**src/rtl/aDefinitions.sv**
```systemverilog
// rtl/aDefinitions.sv - shared instruction-format definitions for the decode and execution units
package aDefinitions;

    localparam int INSTRUCTION_WIDTH = 64;
    localparam int OP_LENGTH         = 6;
    localparam int ADDR_WIDTH        = 16;

    // Fixed field positions inside the encoded instruction
    localparam int SRC0_LSB = 0;
    localparam int SRC1_LSB = 16;
    localparam int DEST_LSB = 32;

    // Opcode sits at the top of the instruction word
    function automatic int opLsb(input int instrWidth, input int opLength);
        return instrWidth - opLength;
    endfunction

endpackage

```
**src/rtl/pipe_ff.sv**
```systemverilog
// rtl/pipe_ff.sv - enabled pipeline register with optional synchronous clear
module pipe_ff #(
    parameter int WIDTH     = 16,
    parameter bit HAS_RESET = 1'b1
) (
    input  logic             Clock,
    input  logic             Reset,
    input  logic             Enable,
    input  logic [WIDTH-1:0] D,
    output logic [WIDTH-1:0] Q
);

    // Clear wins over load only when this field is resettable; otherwise load or hold
    always_ff @(posedge Clock) begin
        if (HAS_RESET && Reset) begin
            Q <= '0;
        end else if (Enable) begin
            Q <= D;
        end
    end

endmodule

```
**src/rtl/idu_pipestage_regs.sv**
```systemverilog
// rtl/idu_pipestage_regs.sv - decode pipe-stage register bank splitting the instruction into fields
module idu_pipestage_regs
    import aDefinitions::*;
#(
    parameter int INSTRUCTION_WIDTH = aDefinitions::INSTRUCTION_WIDTH,
    parameter int OP_LENGTH         = aDefinitions::OP_LENGTH,
    parameter int ADDR_WIDTH        = aDefinitions::ADDR_WIDTH
) (
    input  logic                         Clock,
    input  logic                         Reset,
    input  logic                         iLatch,
    input  logic [INSTRUCTION_WIDTH-1:0] iEncodedInstruction,
    output logic [ADDR_WIDTH-1:0]        oSourceAddress0,
    output logic [ADDR_WIDTH-1:0]        oSourceAddress1,
    output logic [ADDR_WIDTH-1:0]        oDestination,
    output logic [OP_LENGTH-1:0]         oOperation
);

    localparam int OP_LSB   = opLsb(INSTRUCTION_WIDTH, OP_LENGTH);
    localparam int GAP_LSB  = DEST_LSB + ADDR_WIDTH;
    localparam int GAP_MSB  = OP_LSB - 1;

    // Bits between the destination and the opcode carry nothing for this stage
    logic unusedGapBits;
    assign unusedGapBits = ^iEncodedInstruction[GAP_MSB:GAP_LSB];

    // Source addresses are cleared by Reset so downstream operand fetch starts from a known slot
    pipe_ff #(.WIDTH(ADDR_WIDTH), .HAS_RESET(1'b1)) source0Reg (
        .Clock  (Clock),
        .Reset  (Reset),
        .Enable (iLatch),
        .D      (iEncodedInstruction[SRC0_LSB +: ADDR_WIDTH]),
        .Q      (oSourceAddress0)
    );

    pipe_ff #(.WIDTH(ADDR_WIDTH), .HAS_RESET(1'b1)) source1Reg (
        .Clock  (Clock),
        .Reset  (Reset),
        .Enable (iLatch),
        .D      (iEncodedInstruction[SRC1_LSB +: ADDR_WIDTH]),
        .Q      (oSourceAddress1)
    );

    // Destination and opcode are plain datapath registers: Reset never touches them
    pipe_ff #(.WIDTH(ADDR_WIDTH), .HAS_RESET(1'b0)) destinationReg (
        .Clock  (Clock),
        .Reset  (Reset),
        .Enable (iLatch),
        .D      (iEncodedInstruction[DEST_LSB +: ADDR_WIDTH]),
        .Q      (oDestination)
    );

    pipe_ff #(.WIDTH(OP_LENGTH), .HAS_RESET(1'b0)) operationReg (
        .Clock  (Clock),
        .Reset  (Reset),
        .Enable (iLatch),
        .D      (iEncodedInstruction[OP_LSB +: OP_LENGTH]),
        .Q      (oOperation)
    );

endmodule

```
**config.mk**
```make
export PLATFORM = sky130hd
export DESIGN_NAME = idu_pipestage_regs
export DESIGN_NICKNAME = d
export VERILOG_FILES = /design/src/rtl/aDefinitions.sv /design/src/rtl/pipe_ff.sv /design/src/rtl/idu_pipestage_regs.sv
export SDC_FILE = /design/constraint.sdc
export NUM_CORES = 1
export LEC_CHECK = 0
export CORE_MARGIN = 10
export CORE_UTILIZATION = 35
export CTS_BUF_LIST = sky130_fd_sc_hd__clkbuf_4 sky130_fd_sc_hd__clkbuf_8 sky130_fd_sc_hd__clkbuf_16
export DETAILED_ROUTE_END_ITERATION = 12
export GPL_TIMING_DRIVEN = 0
export HOLD_SLACK_MARGIN = 0.05
export PLACE_DENSITY = 0.79
export SETUP_SLACK_MARGIN = 0.05
export SYNTH_ARGS = -nofsm -noshare
export SYNTH_HDL_FRONTEND = slang
export SYNTH_SLANG_ARGS = --single-unit
```
**constraint.sdc**
```tcl
create_clock -name Clock -period 0.9 [get_ports Clock]
set_input_delay 0.09 -clock Clock [delete_from_list [all_inputs] [get_ports Clock]]
set_output_delay 0.09 -clock Clock [all_outputs]
set_load 0.01 [all_outputs]
```
Word level (Yosys, flattened, before mapping)
Cells that the tools add are included.

Bits of input ports: 67. Flip-flop bits (word level): 54. Output and inout port bits: 54. Word-level logic and storage cells: 4.

Depth between registers and ports, before layout
Depth after elaboration: 0. Mapped depth: 4. Gate-level depth less buffers: 2.

Cells and area by module
Synthesis repeated with hierarchy kept, for this count alone.

Cells, all modules: 126. Area total of the unflattened synthesis: 1821.7 µm².

By module, submodules not included: pipe_ff (source0Reg ...) (instances 2, cells each 52, area each 580.6 µm², sequential area each 320.3 µm²); pipe_ff (destinationReg) (instances 1, cells each 16, area each 480.5 µm², sequential area each 480.5 µm²); pipe_ff (operationReg) (instances 1, cells each 6, area each 180.2 µm², sequential area each 180.2 µm²).

Worst setup path before layout
Ideal clock, no wire load.

Kind: input-to-reg. Start point: in iLatch. End point: reg source0Reg.Q[0]. Data required time: 0.772 ns. Path buffers: 2. Setup time: 0.128 ns. Slack: 0.217 ns. Cell stages on the path: 4. Arrival: 0.555 ns. Path through: buf_6 -> buf_12 -> mux2i_1 -> nor2_1.

RTL lines: start, declared (RTL line idu_pipestage_regs.sv:11) `input logic iLatch,`; end signal, assigned (RTL line pipe_ff.sv:16) `Q <= '0;`; end signal, assigned (RTL line pipe_ff.sv:18) `Q <= D;`; end, declared (RTL line pipe_ff.sv:10) `output logic [WIDTH-1:0] Q`.

Worst setup path after layout
Start point: reg destinationReg.Q[10]. End point: out oDestination[10].

RTL lines: start, declared (RTL line pipe_ff.sv:10); start signal, assigned (RTL line pipe_ff.sv:16); start signal, assigned (RTL line pipe_ff.sv:18); end, declared (RTL line idu_pipestage_regs.sv:15) `output logic [ADDR_WIDTH-1:0] oDestination,`.

No word-level cell between the ends.

==> results.py <==
metrics = {
    "cts": {
        "path_clk_slew_ps": 90,
        "cts-root-buf": "clkbuf_8",
        "numCtsBuffers": 5,
        "cts.sinks": 54,
        "cts_tree": "done",
        "htreeDepth": 2,
        "clock_path_buffers": 2,
        "post-cts-setup-buffers": 0,
        "cts_hold_buf": 0,
        "worstSkewPairLatency_ps": 300,
    },
    "setup_path": {
        "rr_endpoint": "source0Reg.Q[12]$_SDFFE_PP0P_",
        "cp.depth": 1,
        "crit_path_end": "oDestination[10]",
        "r2r.worst_path.cells": 2,
        "setup.worst_path.class": "reg2out",
        "worstPathArrival_ps": 840,
        "cp_top_family": "flip-flops",
        "cp-start-kind": "register",
        "slowest_stage": "edfxtp_1",
        "startpoint": "destinationReg.Q[10]$_DFFE_PP_",
        "reg2reg_from": "source0Reg.Q[12]$_SDFFE_PP0P_",
        "end_kind": "primary output",
        "path_cells": "buf_2",
        "cp_max_fo": 1,
        "r2r_slack_ps": 270,
        "critical_path_buf_inv_count": 1,
        "max_stage_delay_ps": 380,
        "required_ps": 810,
    },
    "logic_synthesis": {
        "synthCells": 125,
        "yosys.area.top_type_share_pct": 36.2,
        "synthTopCellsByArea": "edfxtp_1 36%, dfxtp_1 35%, mux2i_1 18%",
        "synth.distinct_cells": 7,
        "ys_seq_area_share_pct": 71.3,
        "syn_area_sq_um": 1820,
        "yosys_warnings": 0,
        "synth_seq_cells": 54,
        "syn_area_per_cell_sq_um": 14.6,
        "syn_nets": 192,
        "synth_top_area_cell": "edfxtp_1",
    },
    "timing": {
        "fmax_ghz": 1.08,
        "maxSlewHeadroom_pct": 86.0,
        "report.final.slew_viol_count": 0,
        "tightest_slew_ps": 210,
        "hold_viol_final": 0,
        "rsz0062_at_grt": "true",
        "fin_skew_ps": 0,
        "finalSetupViolCount": 18,
        "fin_crit_sh_pct": 103,
        "worst_slack_ps": -30.0,
        "post-route-min-period_ps": 930,
        "fin_tns_setup_ps": -247,
    },
    "finish": {
        "synthToLayoutAreaGrowth_pct": 71.1,
        "final_nets": 309,
        "final_area_sq_um": 3120,
        "num_antenna_cells": 0,
        "drive_gt1_share_pct": 42.0,
        "final_cells": 313,
        "final_util_pct": 61.5,
    },
    "run_status": {
        "status": "finished, violations left",
        "violations": "negative setup slack",
    },
    "route": {
        "first_pass_iters": 3,
        "wl_per_cell_um": 16.1,
        "drt_wl_total_um": 5050,
        "antenna_left": 0,
        "drt-vias-per-instance": 4.34,
        "dr.first_iter.drc_count": 58,
        "vias": 1359,
        "drc": 0,
    },
    "flow_run": {
        "max-cap-violations": 0,
    },
    "die": {
        "initial_core_util_pct": 35.9,
        "die_w_um": 92.2,
        "core.rowCount": 26,
        "die_h_um": 92.2,
        "num_io_pins": 121,
        "die-area_sq_um": 8500,
        "core_area_sq_um": 5070,
    },
    "placed_design": {
        "place_area_sq_um": 3010,
        "gp_congestion": 0.676,
        "placed_cells": 305,
        "numPortBuffers": 110,
        "dp_hpwl_um": 3980,
    },
    "grt": {
        "gr-total-overflow": 0,
        "grt_pass1_vias": 1468,
        "grt_pass1_wl_um": 8070,
        "antenna_found_initial": 0,
        "grtUsageTotal_pct": 12.0,
        "grt_max_degree": 24,
    },
    "power_and_ir_drop": {
        "leakage_nw": 1.35,
        "power_density_nw_per_um2": 1680,
        "vdd_drop_max_mv": 0.942,
    },
    "min_path": {
        "hold_path_class": "in2reg",
    },
}
## where the power goes
| part | switching, mW | leakage, nW | internal (mW) |
|---|---|---|---|
| Sequential | 0.0766 | 0.491 | 2.73 |
| Combinational | 0.319 | 0.805 | 0.541 |
| Clock | 0.753 | 0.0502 | 0.814 |
| Total | 1.15 | 1.35 | 4.09 |
## worst register-to-register path: stages, from the launching register on
cell     delay (ps)
dfxtp_2         340
mux2i_1         140
nor2_1           50
## Yosys cell counts
master,n
buf_12,3
dfxtp_1,32
nor2_1,32
mux2i_1,32
clkbuf_1,3
buf_6,1
edfxtp_1,22
## metal layers
layer | share of wire (%) | vias to the layer above | GRT usage, %
met5 | 0 | - | 0
met4 | 2.3 | 0 | 4.24
met2 | 52 | 56 | 21.2
met1 | 35 | 637 | 11.5
li1 | - | 656 | -
met3 | 11 | 10 | 6.68
## repair_timing
action | in CTS | in global routing
pin swaps | 0 | 0
setup endpoints to repair | 108 | 79
gates resized for setup | 289 | 8
## registers in the layout (all words and copies together) (netlist names)
| signal | count |
|---|---|
| operationReg.Q | 6 |
| source0Reg.Q | 16 |
| destinationReg.Q | 16 |
| source1Reg.Q | 16 |
## through the flow
stage	hold slack, ps	setup slack (ps)	power [mW]
finish	128	-30.0	5.24
global route	129	-72.9	5.46
CTS	188	-45.0	5.29
detailed placement	481	-1150	3.75
global placement	472	-1110	3.73
floorplan	162	217	3.11
## how the worst min path moves through the flow
stage,end,slack (ps),cells past startpoint,startpoint
after detailed placement,source0Reg.Q[10]$_SDFFE_PP0P_,480,2,source0Reg.Q[10]$_SDFFE_PP0P_
final,destinationReg.Q[7]$_DFFE_PP_,130,1,iLatch
after CTS,destinationReg.Q[7]$_DFFE_PP_,190,1,iLatch
after floorplan,source0Reg.Q[15]$_SDFFE_PP0P_,160,1,Reset
after global placement,source0Reg.Q[10]$_SDFFE_PP0P_,470,2,source0Reg.Q[10]$_SDFFE_PP0P_
after global routing,operationReg.Q[1]$_DFFE_PP_,130,1,iLatch
## final cells by class
type / instances / area [sq um]
fill: 429 / 1950
sequential: 54 / 1340
timing repair buffer: 110 / 1060
multi-input combinational: 64 / 440
tap: 70 / 87.6
buffer: 7 / 86.3
clock buffer: 5 / 68.8
clock inverter: 3 / 40.0
## cell families after synthesis
kind of cell | count (synthesis) | share of synthesized area, %
multiplexers | 32 | 17.6
flip-flops | 54 | 71.3
buffers and inverters | 7 | 4.53
AND/OR/NAND/NOR | 32 | 6.58
## placed cells by master (no fill, tap or decap), drive strengths merged
master,n
buf,62
clkdlybuf4s50,55
mux2i,32
nor2,32
dfxtp,32
edfxtp,22
clkbuf,5
clkinvlp,2
bufinv,1
Note: power is estimated with default switching activity, not from simulation.
